[config.mk]
export PLATFORM = sky130hd
export DESIGN_NAME = huffman_packer
export DESIGN_NICKNAME = d
export VERILOG_FILES = /design/src/rtl/huff_pkg.sv /design/src/rtl/huff_code_lut.sv /design/src/rtl/huffman_packer.sv
export SDC_FILE = /design/constraint.sdc
export NUM_CORES = 1
export LEC_CHECK = 0
export CORE_MARGIN = 5
export CORE_UTILIZATION = 41
export CTS_BUF_LIST = sky130_fd_sc_hd__clkbuf_8
export DETAILED_ROUTE_END_ITERATION = 6
export SYNTH_ARGS = -nofsm -noshare
export SYNTH_HDL_FRONTEND = slang
export SYNTH_SLANG_ARGS = --single-unit
[constraint.sdc]
create_clock -name clk -period 10.7 [get_ports clk]
set_clock_uncertainty 0.05 [all_clocks]
set_input_delay 1.07 -clock clk [delete_from_list [all_inputs] [get_ports clk]]
set_output_delay 1.07 -clock clk [all_outputs]
set_load 0.05 [all_outputs]
[src/rtl/huff_pkg.sv]
// Shared definitions for the Huffman packer and its downstream decoder.
// Holds the symbol/length widths, the escape-code layout, the emitter FSM
// state type and the fixed prefix-code table. Codes are stored
// right-aligned. The first stream bit is the MSB of the code's length.
package huff_pkg;

    localparam int unsigned SYM_W      = 4;
    localparam int unsigned LEN_W      = 3;
    localparam logic [2:0]  ESC_PREFIX = 3'b000;
    localparam int unsigned ESC_LEN    = 7;

    typedef enum logic [0:0] {
        StIdle,
        StGap
    } state_e;

    // Code table: right-aligned code plus its length.
    localparam logic [3:0]       CODE_ZERO = 4'b0001;  // 0  -> 1
    localparam logic [LEN_W-1:0] LEN_ZERO  = 3'd1;
    localparam logic [3:0]       CODE_P1   = 4'b0010;  // +1 -> 010
    localparam logic [LEN_W-1:0] LEN_P1    = 3'd3;
    localparam logic [3:0]       CODE_M1   = 4'b0011;  // -1 -> 011
    localparam logic [LEN_W-1:0] LEN_M1    = 3'd3;
    localparam logic [3:0]       CODE_P2   = 4'b0010;  // +2 -> 0010
    localparam logic [LEN_W-1:0] LEN_P2    = 3'd4;
    localparam logic [3:0]       CODE_M2   = 4'b0011;  // -2 -> 0011
    localparam logic [LEN_W-1:0] LEN_M2    = 3'd4;

endpackage

[src/rtl/huff_code_lut.sv]
// Combinational symbol-to-prefix-code lookup.
// Ports:
//   sym_data  in   signed 4-bit symbol
//   code      out  code word, right-aligned in MAX_CODE bits
//   len       out  number of valid code bits
// Any symbol outside the short-code table uses the escape form:
// ESC_PREFIX followed by the raw 4-bit two's complement value.
module huff_code_lut
    import huff_pkg::*;
#(
    parameter int unsigned MAX_CODE = 9
) (
    input  logic [SYM_W-1:0]    sym_data,
    output logic [MAX_CODE-1:0] code,
    output logic [LEN_W-1:0]    len
);

    always_comb begin
        code = MAX_CODE'({ESC_PREFIX, sym_data});
        len  = LEN_W'(ESC_LEN);
        case (sym_data)
            4'h0: begin code = MAX_CODE'(CODE_ZERO); len = LEN_ZERO; end
            4'h1: begin code = MAX_CODE'(CODE_P1);   len = LEN_P1;   end
            4'hF: begin code = MAX_CODE'(CODE_M1);   len = LEN_M1;   end
            4'h2: begin code = MAX_CODE'(CODE_P2);   len = LEN_P2;   end
            4'hE: begin code = MAX_CODE'(CODE_M2);   len = LEN_M2;   end
            default: ;
        endcase
    end

endmodule

[src/rtl/huffman_packer.sv]
// Huffman bit packer feeding the shift_reg decoder.
// Symbols arrive on a valid/ready handshake, are mapped to prefix codes and
// appended MSB-first to a bit buffer. Chunks of up to CHUNK bits are pushed
// out on a one-cycle sValid strobe, spaced by at least GAP idle cycles.
// Ports:
//   clk        in   system clock
//   reset      in   asynchronous active-high reset
//   sym_valid  in   symbol offered
//   sym_data   in   signed 4-bit symbol
//   sym_ready  out  symbol accepted on an edge with valid && ready
//   flush      in   pulse: drain every buffered bit, including a partial chunk
//   sValid     out  one-cycle chunk strobe
//   in_bits    out  chunk, right-aligned, first stream bit at in_bits[in_len-1]
//   in_len     out  valid bits in chunk (1..CHUNK)
//   busy       out  buffer non-empty, flush pending or emitter not idle
// Optional feature macro HUFF_PACKER_STATS_EN adds saturating counters:
//   stat_syms  out  accepted symbols
//   stat_bits  out  emitted bits
module huffman_packer
    import huff_pkg::*;
#(
    parameter int unsigned MAX_CODE = 9,
    parameter int unsigned BUF_W    = 16,
    parameter int unsigned CHUNK    = 4,
    parameter int unsigned GAP      = 5
) (
    input  logic             clk,
    input  logic             reset,
    input  logic             sym_valid,
    input  logic [SYM_W-1:0] sym_data,
    output logic             sym_ready,
    input  logic             flush,
    output logic             sValid,
    output logic [CHUNK-1:0] in_bits,
    output logic [LEN_W-1:0] in_len,
    output logic             busy
`ifdef HUFF_PACKER_STATS_EN
    ,
    output logic [15:0]      stat_syms,
    output logic [15:0]      stat_bits
`endif
);

    localparam int unsigned CNT_W = $clog2(BUF_W + 1);
    localparam int unsigned GAP_W = $clog2(GAP + 1);

    state_e             state_q, state_d;
    logic [GAP_W-1:0]   gap_q, gap_d;
    logic [BUF_W-1:0]   bits_q, bits_d;
    logic [CNT_W-1:0]   count_q, count_d;
    logic               flush_pending_q, flush_pending_d;
    logic               svalid_q, svalid_d;
    logic [CHUNK-1:0]   in_bits_q, in_bits_d;
    logic [LEN_W-1:0]   in_len_q, in_len_d;

    logic               accept;
    logic               emit;
    logic [CNT_W-1:0]   emit_n;
    logic [CNT_W-1:0]   rem;
    logic [CNT_W:0]     fill_sum;
    logic [CNT_W:0]     ins_shift;
    logic [CHUNK-1:0]   head;
    logic [CNT_W-1:0]   head_shift;
    logic [MAX_CODE-1:0] code;
    logic [LEN_W-1:0]   code_len;

    huff_code_lut #(
        .MAX_CODE (MAX_CODE)
    ) u_lut (
        .sym_data (sym_data),
        .code     (code),
        .len      (code_len)
    );

    // Ready only when the longest code is guaranteed to fit.
    assign sym_ready = !flush_pending_q &&
                       (({1'b0, count_q} + (CNT_W+1)'(MAX_CODE)) <= (CNT_W+1)'(BUF_W));
    assign accept    = sym_valid && sym_ready;
    assign busy      = (count_q != '0) || flush_pending_q || (state_q != StIdle);

    assign sValid  = svalid_q;
    assign in_bits = in_bits_q;
    assign in_len  = in_len_q;

    always_comb begin
        state_d         = state_q;
        gap_d           = gap_q;
        flush_pending_d = flush_pending_q;
        svalid_d        = 1'b0;
        in_bits_d       = in_bits_q;
        in_len_d        = in_len_q;
        emit            = 1'b0;
        emit_n          = '0;

        unique case (state_q)
            StIdle: begin
                if (count_q >= CNT_W'(CHUNK)) begin
                    emit   = 1'b1;
                    emit_n = CNT_W'(CHUNK);
                end else if (flush_pending_q && (count_q != '0)) begin
                    emit   = 1'b1;
                    emit_n = count_q;
                end else if (flush_pending_q) begin
                    flush_pending_d = 1'b0;
                end
            end
            StGap: begin
                gap_d = gap_q - 1'b1;
                if (gap_q <= GAP_W'(1)) begin
                    state_d = StIdle;
                end
            end
        endcase

        // A second flush while one is pending is ignored.
        if (flush && !flush_pending_q) begin
            flush_pending_d = 1'b1;
        end

        // Oldest bits sit at the MSB; a partial chunk is right-aligned.
        head       = bits_q[BUF_W-1 -: CHUNK];
        head_shift = CNT_W'(CHUNK) - emit_n;
        if (emit) begin
            state_d   = StGap;
            gap_d     = GAP_W'(GAP);
            svalid_d  = 1'b1;
            in_bits_d = head >> head_shift;
            in_len_d  = LEN_W'(emit_n);
        end

        // Emit and accept may share an edge: new code lands behind the survivors.
        rem       = count_q - emit_n;
        fill_sum  = {1'b0, rem} + (accept ? (CNT_W+1)'(code_len) : '0);
        ins_shift = (CNT_W+1)'(BUF_W) - fill_sum;
        bits_d    = bits_q << emit_n;
        if (accept) begin
            bits_d = bits_d | (BUF_W'(code) << ins_shift);
        end
        count_d = fill_sum[CNT_W-1:0];
    end

    always_ff @(posedge clk or posedge reset) begin
        if (reset) begin
            state_q         <= StIdle;
            gap_q           <= '0;
            bits_q          <= '0;
            count_q         <= '0;
            flush_pending_q <= 1'b0;
            svalid_q        <= 1'b0;
            in_bits_q       <= '0;
            in_len_q        <= '0;
        end else begin
            state_q         <= state_d;
            gap_q           <= gap_d;
            bits_q          <= bits_d;
            count_q         <= count_d;
            flush_pending_q <= flush_pending_d;
            svalid_q        <= svalid_d;
            in_bits_q       <= in_bits_d;
            in_len_q        <= in_len_d;
        end
    end

    bits_no_overflow_a : assert property (
        @(posedge clk) disable iff (reset) fill_sum <= (CNT_W+1)'(BUF_W)
    );

`ifdef HUFF_PACKER_STATS_EN
    logic [15:0] stat_syms_q;
    logic [15:0] stat_bits_q;
    logic [16:0] bits_sum;

    assign bits_sum = {1'b0, stat_bits_q} + 17'(emit_n);

    always_ff @(posedge clk or posedge reset) begin
        if (reset) begin
            stat_syms_q <= '0;
            stat_bits_q <= '0;
        end else begin
            if (accept && (stat_syms_q != 16'hFFFF)) begin
                stat_syms_q <= stat_syms_q + 16'd1;
            end
            stat_bits_q <= bits_sum[16] ? 16'hFFFF : bits_sum[15:0];
        end
    end

    assign stat_syms = stat_syms_q;
    assign stat_bits = stat_bits_q;
`endif

endmodule

==> summary.md <==
| Metric | Value |
|---|---|
| Status | completed |
| Max Cap Viol | 0 |
| Mapped Nets | roughly 330 |
| Nets | 340 |
| Slew @ Worst Pin | 960 ps |
| Share of cells above drive strength 1 | between 10% and 20% |
| Pin count of the biggest net entering global routing | 35 |
| Num Clock Sinks | 34 |
| CP peak stage delay | 740 ps |
| Ant. Diodes | 0 |
| Die height | ~92 um |
| CP cell instances | nor3_1 > nor2_1 > inv_1 > ha_1 > xnor2_1 > ha_1 > xnor2_2 > inv_2 > xnor2_2 > mux2_2 > and2_1 > o21ai_1 > o22ai_1 |
| Sequential fraction of the synthesis area | a little under a third |
| Most frequent cells in the layout | nand2_1 (38), dfrtp_1 (34), nor2_1 (25) |
| Post-Synthesis Cells | 307 |
| TNS Setup | 0 ps |
| Pwr dens | 343 mW/mm2 |
| CTS Root Buffer Type | clkbuf_8 |
| Syn-to-layout area delta | 11.5% |
| GRT overflow | 0 |
| RSZ-0062 raised after global routing | no |
| Crit. Startpoint | count_q[4]$_DFF_PP0_ |
| Reg-to-reg endpoint | bits_q[4]$_DFF_PP0_ |
| Chip width | 91.7 um |
| Setup crit end kind | register |
| Worst r2r src | count_q[4]$_DFF_PP0_ |
| Ports | 18 |
| Post-synth top flop | dfrtp_1 |
| Die area | 0.00841 mm2 |
| Vias in the first global route | 2146 |
| Port Buf Inserts | 17 |
| Max Fclk | around 210 MHz |
| Worst Path Max Fanout | 14 |
| Slew headroom | 35.8% |
| Crit Path Class | reg -> reg |
| TritonCTS clock tree | done |
| Commonest non-fill, non-tap cell in the layout | nand2_1 |
| Post-synth EDFFs | 0 |
| Cts bufs inserted | 5 |
| Antenna violations before repair | 0 |
| R2r worst-path depth | 13 |
| CP arrival | 4900 ps |
| Starting Density | 42.6% |
| CP bufs+invs | 2 |
| Req. time, crit path | 10810 ps |
| LEAKAGE | 1.26 nW |
| Final wirelength | between 6000 and 7000 um |
| Row count | 29 |
| Final Max Slew Viols | 0 |
| Final setup violation count | 0 |
| Syn Area/Cell | 8.92 um2 |
| Worst vdd ir | around 0.19 mV |
| Cts repair resizes | 0 |
| Maximum buffer depth of the clock tree | 2 |
| Share of synthesized registers carrying an async set or reset | 100% |
| Period utilization | around 45% |
| Core area | 0.00642 mm2 |
| Fin crit period | between 4000 and 5000 ps |
| YS warnings | 0 |
| Reg2reg setup slack | ~5900 ps |
| Post-CTS Setup Inserts | 0 |
| Worst-Skew Late Latency | approximately 290 ps |
| Worst setup path endpoint | bits_q[4]$_DFF_PP0_ |
| DRT iter0 DRCs | roughly 140 |
| Slowest CP cell | nor2_1 |
| DRC | 0 |
| Number of vias per cell | 5.61 |
| Worst-path clk slew | 80 ps |
| All-Layer GR Usage | between 15 and 20% |
| Final ANT Viol Nets | 0 |
| Synth cell types | 63 |
| Pre-Repair DR Iteration Count | 4 |
| Startpoint types | register |
| Synth Register Bits | 34 |
| Crit path max-delay family | simple AND/OR/NAND/NOR gates |
| Final core occ | 47.5% |
| DR WL/cell | 15.5 um |
| First-pass GRT wire length | between 10000 and 15000 um |
| Critical Path Stages | 13 |
| CTS Hold Buffers Added | 0 |
| HP Class | reg -> reg |
| H-tree Lvls | 2 |
| Synthesized area | about 0.0027 mm2 |
| Final Hold Fails | 0 |
| Placer Congestion | 0.845 |
| Total number of vias | ~2200 |
| Detailed Place HPWL | around 4700 um |
==> worst reg2reg max path: cells and delay by family (launching register included) <==
kind                       cells  cell delay [ps]
muxes                          1              390
buffers and inverters          2              550
and+or+nand+nor                3             1040
AOI/OAI and AO/OA              2              410
adders and majority gates      2              810
xor gates and xnor gates       3              920
DFF                            1              490
==> through the flow <==
step	instances	hold WS, ps	total power, W	area, um2	worst slack (ps)
CTS	397	435	0.00105	3050	5930
floorplan	307	416	0.000764	2740	6580
global placement	389	409	0.000894	2910	5810
global route	397	464	0.00113	3050	5470
finish	397	428	0.00105	3050	5910
detailed placement	389	414	0.000900	2910	5740
==> worst min path at each step <==
stage	startpoint	to	slack, ps	depth (start not counted)
global placement	in_len[1]$_DFFE_PP0P_	in_len[1]$_DFFE_PP0P_	410	2
global route	in_len[0]$_DFFE_PP0P_	in_len[0]$_DFFE_PP0P_	460	2
floorplan	gap_q[2]$_DFFE_PP0P_	gap_q[2]$_DFFE_PP0P_	420	1
finish	in_len[1]$_DFFE_PP0P_	in_len[1]$_DFFE_PP0P_	430	2
detailed placement	in_len[1]$_DFFE_PP0P_	in_len[1]$_DFFE_PP0P_	410	2
CTS	in_len[1]$_DFFE_PP0P_	in_len[1]$_DFFE_PP0P_	430	2
==> per-layer routing <==
| layer | GRT usage [%] | wire, um | vias up |
|---|---|---|---|
| met2 | 23.9 | 2810 | 37 |
| met1 | 21.7 | 3100 | 1053 |
| met5 | 0 | 0 | - |
| li1 | - | - | 1131 |
| met3 | 2.21 | 175 | 6 |
| met4 | 5.32 | 72 | 0 |
==> synthesized netlist by cell type (all sizes together), types with 2 or more instances <==
| master | instances | area, um2 |
|---|---|---|
| nand2 | 39 | 149 |
| inv | 20 | 75.1 |
| o221ai | 5 | 43.8 |
| and2 | 5 | 31.3 |
| o31ai | 4 | 30.0 |
| nor2 | 25 | 93.8 |
| a32oi | 4 | 35.0 |
| xnor2 | 8 | 104 |
| nand2b | 3 | 26.3 |
| buf | 6 | 51.3 |
| mux2i | 23 | 230 |
| a21boi | 3 | 22.5 |
| nor3 | 6 | 30.0 |
| xor2 | 5 | 66.3 |
| o21ai | 20 | 111 |
| a21oi | 18 | 97.6 |
| a31oi | 4 | 25.0 |
| nor4 | 2 | 27.5 |
| a211oi | 3 | 27.5 |
| a222oi | 2 | 20.0 |
| and3 | 3 | 18.8 |
| or3 | 2 | 12.5 |
| a21o | 3 | 23.8 |
| ha | 11 | 138 |
| clkbuf | 7 | 46.3 |
| nand3 | 11 | 70.1 |
| dfrtp | 34 | 851 |
| o22ai | 6 | 37.5 |
| fa | 2 | 40.0 |
| o21bai | 3 | 22.5 |
| mux2 | 4 | 45.0 |
==> cell families (layout without fill, tap and decap cells) <==
kind of cell             Yosys count  after routing  share of synthesized area [%]
AO/OA/AOI/OAI                     84             84                           21.5
XOR/XNOR                          13             13                           6.22
flip-flops                        34             34                           31.1
other                              1              1                          0.137
AND/OR/NAND/NOR                  101            101                           18.1
buffers and inverters             34             47                           6.44
adder cells (fa/ha/maj)           13             13                           6.49
multiplexers                      27             27                           10.1
==> sequential cells by signal (all words and copies together) (netlist names) <==
signal,flops
state_q,1
in_bits,4
gap_q,3
flush_pending_q,1
bits_q,16
sValid,1
count_q,5
in_len,3
==> report_power, final <==
part | internal [W] | leakage, nW | switching, W
sequential | 0.000181 | 0.411 | 0.0000419
combinational | 0.000253 | 0.784 | 0.000425
clock | 0.0000934 | 0.0683 | 0.0000516
total | 0.000527 | 1.26 | 0.000518
==> area by class of cell <==
cell class              count  area (um2)
clock inverters             3        68.8
fillers                   631        3370
multi-input cells         239        1710
repair buffers             18         178
clock buffers               5        68.8
well taps                  77        96.3
flip-flops and latches     34         851
inverters                  21        78.8
(Power assumes the default switching activity.)
